`config.mk`:
```
export PLATFORM = sky130hd
export DESIGN_NAME = add_4_seq_ctrl_flat
export DESIGN_NICKNAME = d
export VERILOG_FILES = /design/src/rtl/add_4_seq_ctrl_if.sv /design/src/rtl/add_4_seq_ctrl.sv /design/src/flat_wrapper.sv
export SDC_FILE = /design/constraint.sdc
export NUM_CORES = 1
export LEC_CHECK = 0
export ABC_CLOCK_PERIOD_IN_PS = 2330
export CAP_MARGIN = 25
export CORE_MARGIN = 5
export CORE_UTILIZATION = 30
export DETAILED_ROUTE_END_ITERATION = 10
export SLEW_MARGIN = 20
export SYNTH_ARGS = -nofsm -noshare
export SYNTH_HDL_FRONTEND = slang
export SYNTH_SLANG_ARGS = --single-unit
```
`constraint.sdc`:
```
create_clock -name clk -period 2.33 [get_ports clk]
set_input_delay 0.3495 -clock clk [delete_from_list [all_inputs] [get_ports clk]]
set_output_delay 0.3495 -clock clk [all_outputs]
set_load 0.02 [all_outputs]
```
`src/rtl/add_4_seq_ctrl_if.sv`:
```
// Operand/result handshake bundle for add_4_seq_ctrl.
// ADD_SEQ_SUB_EN adds the op_sub request bit.
interface add_4_seq_ctrl_if #(
    parameter int WIDTH = 16
);
    logic             in_valid;
    logic             in_ready;
    logic [WIDTH-1:0] op_a;
    logic [WIDTH-1:0] op_b;
    logic             cin;
`ifdef ADD_SEQ_SUB_EN
    logic             op_sub;
`endif
    logic             out_valid;
    logic             out_ready;
    logic [WIDTH-1:0] sum;
    logic             cout;

`ifdef ADD_SEQ_SUB_EN
    modport master (output in_valid, op_a, op_b, cin, op_sub, out_ready,
                    input  in_ready, out_valid, sum, cout);
    modport slave  (input  in_valid, op_a, op_b, cin, op_sub, out_ready,
                    output in_ready, out_valid, sum, cout);
`else
    modport master (output in_valid, op_a, op_b, cin, out_ready,
                    input  in_ready, out_valid, sum, cout);
    modport slave  (input  in_valid, op_a, op_b, cin, out_ready,
                    output in_ready, out_valid, sum, cout);
`endif
endinterface

```
`src/rtl/add_4_seq_ctrl.sv`:
```
// Sequences one external 4-bit adder slice over a WIDTH-bit add, one nibble per clock, LSB first.
// Define ADD_SEQ_SUB_EN to add subtraction (op_sub) via inverted B nibbles and a forced carry-in.
module add_4_seq_ctrl #(
    parameter int WIDTH = 16
) (
    input  logic                clk,
    input  logic                rst,
    add_4_seq_ctrl_if.slave     bus,
    output logic [3:0]          add_in_0,
    output logic [3:0]          add_in_1,
    output logic                add_cin,
    input  logic [3:0]          add_out,
    input  logic                add_cout
);
    localparam int NIBBLES = WIDTH / 4;
    localparam int IDX_W   = (NIBBLES > 1) ? $clog2(NIBBLES) : 1;
    localparam logic [IDX_W-1:0] LAST_IDX = IDX_W'(NIBBLES - 1);

    if ((WIDTH % 4) != 0 || WIDTH < 8) begin : g_bad_width
        $error("add_4_seq_ctrl: WIDTH must be a multiple of 4 and >= 8");
    end

    typedef enum logic [1:0] {IDLE, RUN, DONE} state_t;

    state_t           state_q, state_d;
    logic [IDX_W-1:0] idx;
    logic             carry;
    logic [WIDTH-1:0] a_reg, b_reg, sum_q;
    logic             cout_q;
    logic             in_ready_c, out_valid_c;
    logic             last_nib;
    logic             carry_init;
    logic [3:0]       b_nib;

`ifdef ADD_SEQ_SUB_EN
    logic sub_q;

    always_ff @(posedge clk or posedge rst) begin
        if (rst)
            sub_q <= 1'b0;
        else if (state_q == IDLE && bus.in_valid)
            sub_q <= bus.op_sub;
    end

    // Subtract as A + ~B + 1: the caller's cin is dropped in favour of the +1.
    assign carry_init = bus.op_sub ? 1'b1 : bus.cin;
    assign b_nib      = b_reg[4*idx +: 4] ^ {4{sub_q}};
`else
    assign carry_init = bus.cin;
    assign b_nib      = b_reg[4*idx +: 4];
`endif

    assign last_nib      = (idx == LAST_IDX);
    assign bus.in_ready  = in_ready_c;
    assign bus.out_valid = out_valid_c;
    assign bus.sum       = sum_q;
    assign bus.cout      = cout_q;

    always_ff @(posedge clk or posedge rst) begin
        if (rst)
            state_q <= IDLE;
        else
            state_q <= state_d;
    end

    always_comb begin
        state_d     = state_q;
        in_ready_c  = 1'b0;
        out_valid_c = 1'b0;
        add_in_0    = 4'h0;
        add_in_1    = 4'h0;
        add_cin     = 1'b0;
        case (state_q)
            IDLE: begin
                in_ready_c = 1'b1;
                if (bus.in_valid) state_d = RUN;
            end
            RUN: begin
                add_in_0 = a_reg[4*idx +: 4];
                add_in_1 = b_nib;
                add_cin  = carry;
                if (last_nib) state_d = DONE;
            end
            DONE: begin
                out_valid_c = 1'b1;
                if (bus.out_ready) state_d = IDLE;
            end
            default: state_d = IDLE;
        endcase
    end

    always_ff @(posedge clk or posedge rst) begin
        if (rst) begin
            idx    <= '0;
            carry  <= 1'b0;
            a_reg  <= '0;
            b_reg  <= '0;
            sum_q  <= '0;
            cout_q <= 1'b0;
        end else begin
            case (state_q)
                IDLE: if (bus.in_valid) begin
                    a_reg  <= bus.op_a;
                    b_reg  <= bus.op_b;
                    carry  <= carry_init;
                    idx    <= '0;
                    sum_q  <= '0;
                    cout_q <= 1'b0;
                end
                RUN: begin
                    sum_q[4*idx +: 4] <= add_out;
                    carry             <= add_cout;
                    idx               <= idx + 1'b1;
                    if (last_nib) cout_q <= add_cout;
                end
                default: ;
            endcase
        end
    end
endmodule

```
`src/flat_wrapper.sv`:
```
// flat-port wrapper written by rule: the top's interface ports become plain ports
module add_4_seq_ctrl_flat 
#(
    parameter int WIDTH = 16
)
  (clk, rst, add_in_0, add_in_1, add_cin, add_out, add_cout, bus_in_valid, bus_op_a, bus_op_b, bus_cin, bus_out_ready, bus_in_ready, bus_out_valid, bus_sum, bus_cout);
  add_4_seq_ctrl_if #(.WIDTH(WIDTH)) bus_i ();
  input  logic clk;
  input  logic rst;
  output logic [3:0] add_in_0;
  output logic [3:0] add_in_1;
  output logic add_cin;
  input  logic [3:0] add_out;
  input  logic add_cout;
  input wire logic [$bits(bus_i.in_valid)-1:0] bus_in_valid;
  input wire logic [$bits(bus_i.op_a)-1:0] bus_op_a;
  input wire logic [$bits(bus_i.op_b)-1:0] bus_op_b;
  input wire logic [$bits(bus_i.cin)-1:0] bus_cin;
  input wire logic [$bits(bus_i.out_ready)-1:0] bus_out_ready;
  output wire logic [$bits(bus_i.in_ready)-1:0] bus_in_ready;
  output wire logic [$bits(bus_i.out_valid)-1:0] bus_out_valid;
  output wire logic [$bits(bus_i.sum)-1:0] bus_sum;
  output wire logic [$bits(bus_i.cout)-1:0] bus_cout;
  assign bus_i.in_valid = bus_in_valid;
  assign bus_i.op_a = bus_op_a;
  assign bus_i.op_b = bus_op_b;
  assign bus_i.cin = bus_cin;
  assign bus_i.out_ready = bus_out_ready;
  assign bus_in_ready = bus_i.in_ready;
  assign bus_out_valid = bus_i.out_valid;
  assign bus_sum = bus_i.sum;
  assign bus_cout = bus_i.cout;
  add_4_seq_ctrl #(.WIDTH(WIDTH)) u_core (.clk(clk), .rst(rst), .bus(bus_i), .add_in_0(add_in_0), .add_in_1(add_in_1), .add_cin(add_cin), .add_out(add_out), .add_cout(add_cout));
endmodule
```
After elaboration in Yosys (flattened, before gate mapping)

Index checks and enable logic that the tools add are counted.

Add/sub/neg operators: 2
Multiply operators: 0
Divide/modulo/power cells: 0
$lt $le $gt $ge: 0
Eq/ne operators: 6
Shift-type cells: 4
Multiplexer cells: 19
Bitwise gates (word level): 0
Reductions and logical operators: 6

Operators by type and width:

| operator                | count |
|---|---|
| $neg 4->34              | 1 |
| $shift 4x34->16 const A | 1 |
| $shiftx 4x34->16        | 1 |
| $pmux 16 s2             | 1 |
| $shiftx 16x5->4         | 2 |
| $bwmux 16               | 1 |
| $mux 16                 | 1 |
| $mux 2                  | 4 |
| $mux 4                  | 2 |
| $mux 1                  | 6 |
| $pmux 2 s3              | 1 |
| $reduce_and 3->1        | 2 |
| $eq 2x2->1 const B      | 2 |
| $ne 2x2->1 const B      | 2 |
| $pmux 1 s2              | 2 |
| $pmux 2 s2              | 1 |
| $reduce_and 2->1        | 2 |
| $add 2x1->2 const B     | 1 |
| $eq 2x1->1 const B      | 1 |
| $logic_not 2->1         | 1 |
| $ne 2x1->1 const B      | 1 |
| $reduce_bool 2->1       | 1 |

Register bits: 54
Latch bits: 0
Memory bits (writable): 0
Bits in read-only memories: 0
Bits of input ports: 42
Output and inout port bits: 28
Logic and storage cells: 44
Memories: 0

Longest topological paths before layout

Depth in word-level cells: 4
Mapped depth: 6
Depth with buffers taken out: 5

Worst setup path after synthesis

No wires, ideal clock.

Path kind: reg-to-reg
Start point: register u_core.idx[1]
End point: register u_core.sum_q[10] (netlist: u_core.bus.sum[10])
Library setup time: 0.067 ns
Data arrival time: 1.654 ns
Setup slack: 0.609 ns
Cell stages (with the launch flop): 7
Path buffers: 1
Period minus slack after synthesis: 1.721 ns
Cells stage by stage: dfrtp_1 clkbuf_1 inv_1 ha_1 nand3b_1 nor3_1 a22o_1

Word-level cells in the longest chain between the ends: 4
Elaborated cells on any way between the ends: 5

RTL lines:

| item                                                       | RTL line              | source |
|---|---|---|
| start: declaration                                         | add_4_seq_ctrl.sv:26  | `logic [IDX_W-1:0] idx;` |
| start signal: assignment                                   | add_4_seq_ctrl.sv:113 | `idx <= idx + 1'b1;` |
| $neg 4->34 (*)                                             | add_4_seq_ctrl.sv:111 | `sum_q[4*idx +: 4] <= add_out;` |
| $shiftx 4x34->16 / $shift 4x34->16 (equally long branches) | add_4_seq_ctrl.sv:111 |  |
| $bwmux 16 (*)                                              | add_4_seq_ctrl.sv:111 |  |
| $pmux 16 s2 (*)                                            | add_4_seq_ctrl.sv:101 | `case (state_q)` |
| end signal: indexed assignment                             | add_4_seq_ctrl.sv:111 |  |
| end: declaration                                           | add_4_seq_ctrl.sv:28  | `logic [WIDTH-1:0] a_reg, b_reg, sum_q;` |

Mark *: on every way between the ends. The rest lies on a longest branch, timed or not.
A chain may end at the register's enable or synchronous reset.

Worst setup path after layout

Start point: register u_core.idx[0]
End point: output add_in_0[1]

Word-level cells in the longest chain between the ends: 2

RTL lines:

| item             | RTL line             | source |
|---|---|---|
| $shiftx 16x5->4  | add_4_seq_ctrl.sv:79 | `add_in_0 = a_reg[4*idx +: 4];` |
| $mux 4           | add_4_seq_ctrl.sv:73 | `case (state_q)` |
| end: declaration | flat_wrapper.sv:10   | `output logic [3:0] add_in_0;` |

Every way passes these cells.

==> metrics <==
max cap viols 0; GPL Wtd Cong 0.6844; GRT Resource Usage Total 0.1120; DRT antenna net count 0; Root Driver clkbuf_8; Clk pwr share 0.137; antenna cells 0; PnR Total Power 4626 uW; Hold Buf Count CTS 0; Tightest Hold Check Type primary input to asynchronous set/reset pin; final setup TNS 0 ps; Syn Area/Cell 15.18 um2; largest net degree at the start of global routing 55; Area Overhead vs Synth 37.74%; power share of the sequential group 0.338; number of synthesized register bits 54; Worst IR Drop VDD 537.2 uV; first-pass GRT wire length 8921 um; clk sinks 54; Clock Path Buffers 2; Crit path max-delay family buffers and inverters; Min Hold Slack 402.8 ps; Die Width 101.7 um; sequential element share of the synthesized area 0.5362; io pins 70; most common cell after layout, fill and taps aside clkdlybuf4s50_1; DRT iter0 DRCs 40; GRT Residual Overflow 0; clk slew on worst S/H paths 100 ps; # rows 33; Detail Placement HPWL 3970 um; vias in the first global route 1756; Max-slew headroom 0.7127; filler cell count in the final layout 757; Worst R2R Setup Slack 580 ps; H-tree depth 2; pwr dens 1333 mW/mm2; port bufs 69; max incr delay on CP 510 ps; Clock Latency Late Sink 300 ps; Routed WL per cell 15.68 um; YS warnings 0; share of cells above drive strength 1 0.2531; crit path cell chain buf_4 > mux4_2 > and2_1 > dlygate4sd2_1; RSZ-0062 raised after global routing no; Final Hold Viols 0; Synth cell types 27; fin nets 291; final period utilization 0.9536; CP endpoint kind output pin; Pleak 0.001486 uW; Slew @ Worst Pin 427.6 ps; NetSw 1631 uW; register area 0.001351 mm2; multi-input logic area 0.001082 mm2; cts bufs inserted 5; CTS tree yes; r2r startpoint u_core.idx[0]; Setup Skew 5.492 ps; Crit Path Class flop to output pin; CP required 1980 ps; Sw Share 0.3525; Post-Syn Area 0.002520 mm2; Synth Instances 166; Die Span Y 101.7 um; status complete, no violations; Combinational Power Share 0.525; core box area 0.008217 mm2; Vias 1630; vias per inst 4.657; internal power 2995 uW; Slew Limit Fails 0; CP Max Fanout 8; Mapped Nets 213; # setup viols final 0; drt pass-1 iters 4; Startpoint Class flop; CP arrival 1870 ps; Critical Path Start u_core.idx[0]; Worst path slowest cell mux4_2; initial core utilization 0.3067; Fmax achieved 450.0 MHz; area of the die 0.01033 mm2; initial antenna violation count 0; most frequent cells in the layout 61 x clkdlybuf4s50_1, 54 x dfrtp_1, 24 x mux2_2, 17 x a22o_1, 10 x and2_1; minimum clock period 2222 ps; DRC viols 0; Buf/Inv on CP 2; final WL 5489 um
==> worst paths after layout <==
check / to / depth (start not counted)
min in group clk: u_core.b_reg[4] / 1
worst min-delay path: u_core.bus.sum[1] / 3
worst max-delay path: add_in_0[1] / 4
worst min register to register: u_core.b_reg[4] / 1
worst max register to register: u_core.bus.sum[3] / 5
max in group asynchronous: u_core.state_q[1] / 3
==> tightest hold or removal path, delay by kind of cell <==
family / cells / cell delay (ps)
buf+inv: 3 / 750
==> per-stage QoR <==
| stage | area (um2) | instances | setup slack (ps) | utilization |
|---|---|---|---|---|
| floorplan | 2520 | 166 | 609.2 | - |
| global placement | 3371 | 342 | 217.5 | 0.4102 |
| detailed placement | 3371 | 342 | 205.1 | 0.4102 |
| CTS | 3471 | 350 | 82.44 | 0.4224 |
| global route | 3471 | 350 | 3.830 | 0.4224 |
| finish | 3471 | 350 | 108.0 | 0.4224 |
==> power by group through the flow <==
| stage | Combinational [uW] | Clock (uW) | Sequential, uW |
|---|---|---|---|
| after floorplan | 1600 | 0 | 1650 |
| after global placement | 2520 | 0 | 1590 |
| after detailed placement | 2550 | 0 | 1580 |
| after CTS | 2480 | 647 | 1570 |
| after global routing | 2620 | 688 | 1620 |
| final | 2430 | 632 | 1570 |
==> cells by family (layout without fill, tap and decap cells) <==
group                      after synthesis  after routing  synth area share
and+or+nand+nor                         29             29           0.08738
muxes                                   42             42            0.2368
adders and majority gates                5              5           0.02483
DFF                                     54             54            0.5362
AOI/OAI and AO/OA                       24             24           0.08044
buffers and inverters                   12             91           0.03426
==> cell type report <==
type | instances | area share
inverter | 4 | 0.004326
timing repair buffer | 79 | 0.2249
sequential | 54 | 0.3893
clock inverter | 2 | 0.01081
clock buffer | 6 | 0.02091
multi-input combinational | 100 | 0.3118
tap | 105 | 0.03785
==> cells in the mapped netlist <==
| library cell | instances | share of area |
|---|---|---|
| nand2b_4 | 1 | 0.0055 |
| nand2b_1 | 2 | 0.0050 |
| buf_4 | 1 | 0.0030 |
| mux2_2 | 24 | 0.11 |
| inv_1 | 4 | 0.0060 |
| dfrtp_1 | 54 | 0.54 |
| ha_1 | 5 | 0.025 |
| a22o_1 | 17 | 0.059 |
| nor2_1 | 2 | 0.0030 |
| mux2_4 | 8 | 0.048 |
| o31ai_1 | 1 | 0.0030 |
| buf_6 | 5 | 0.022 |
| nor4b_2 | 1 | 0.0060 |
| a21o_1 | 4 | 0.012 |
| and2_1 | 10 | 0.025 |
| nor4_4 | 2 | 0.017 |
| mux2_1 | 2 | 0.0089 |
| mux4_1 | 1 | 0.010 |
| nor2b_1 | 2 | 0.0050 |
| clkbuf_1 | 2 | 0.0030 |
| nor3_1 | 1 | 0.0020 |
| a221o_1 | 1 | 0.0040 |
| nor3b_4 | 1 | 0.0074 |
| o22ai_1 | 1 | 0.0025 |
| mux4_2 | 7 | 0.063 |
| nand3b_1 | 1 | 0.0030 |
| nand2_1 | 6 | 0.0089 |
==> per-layer routing <==
metal | global-route usage | vias up | share of wire
li1 | - | 767 | -
met1 | 0.1515 | 811 | 0.45
met2 | 0.1695 | 45 | 0.47
met3 | 0.03719 | 7 | 0.067
met4 | 0.03681 | 0 | 0.015
met5 | 0 | - | 0
==> what timing repair did <==
action,CTS,global route
buffers inserted,0,0
setup endpoints to repair,8,0
resized for setup,8,0
No activity file was read; power rests on OpenSTA's default activity.
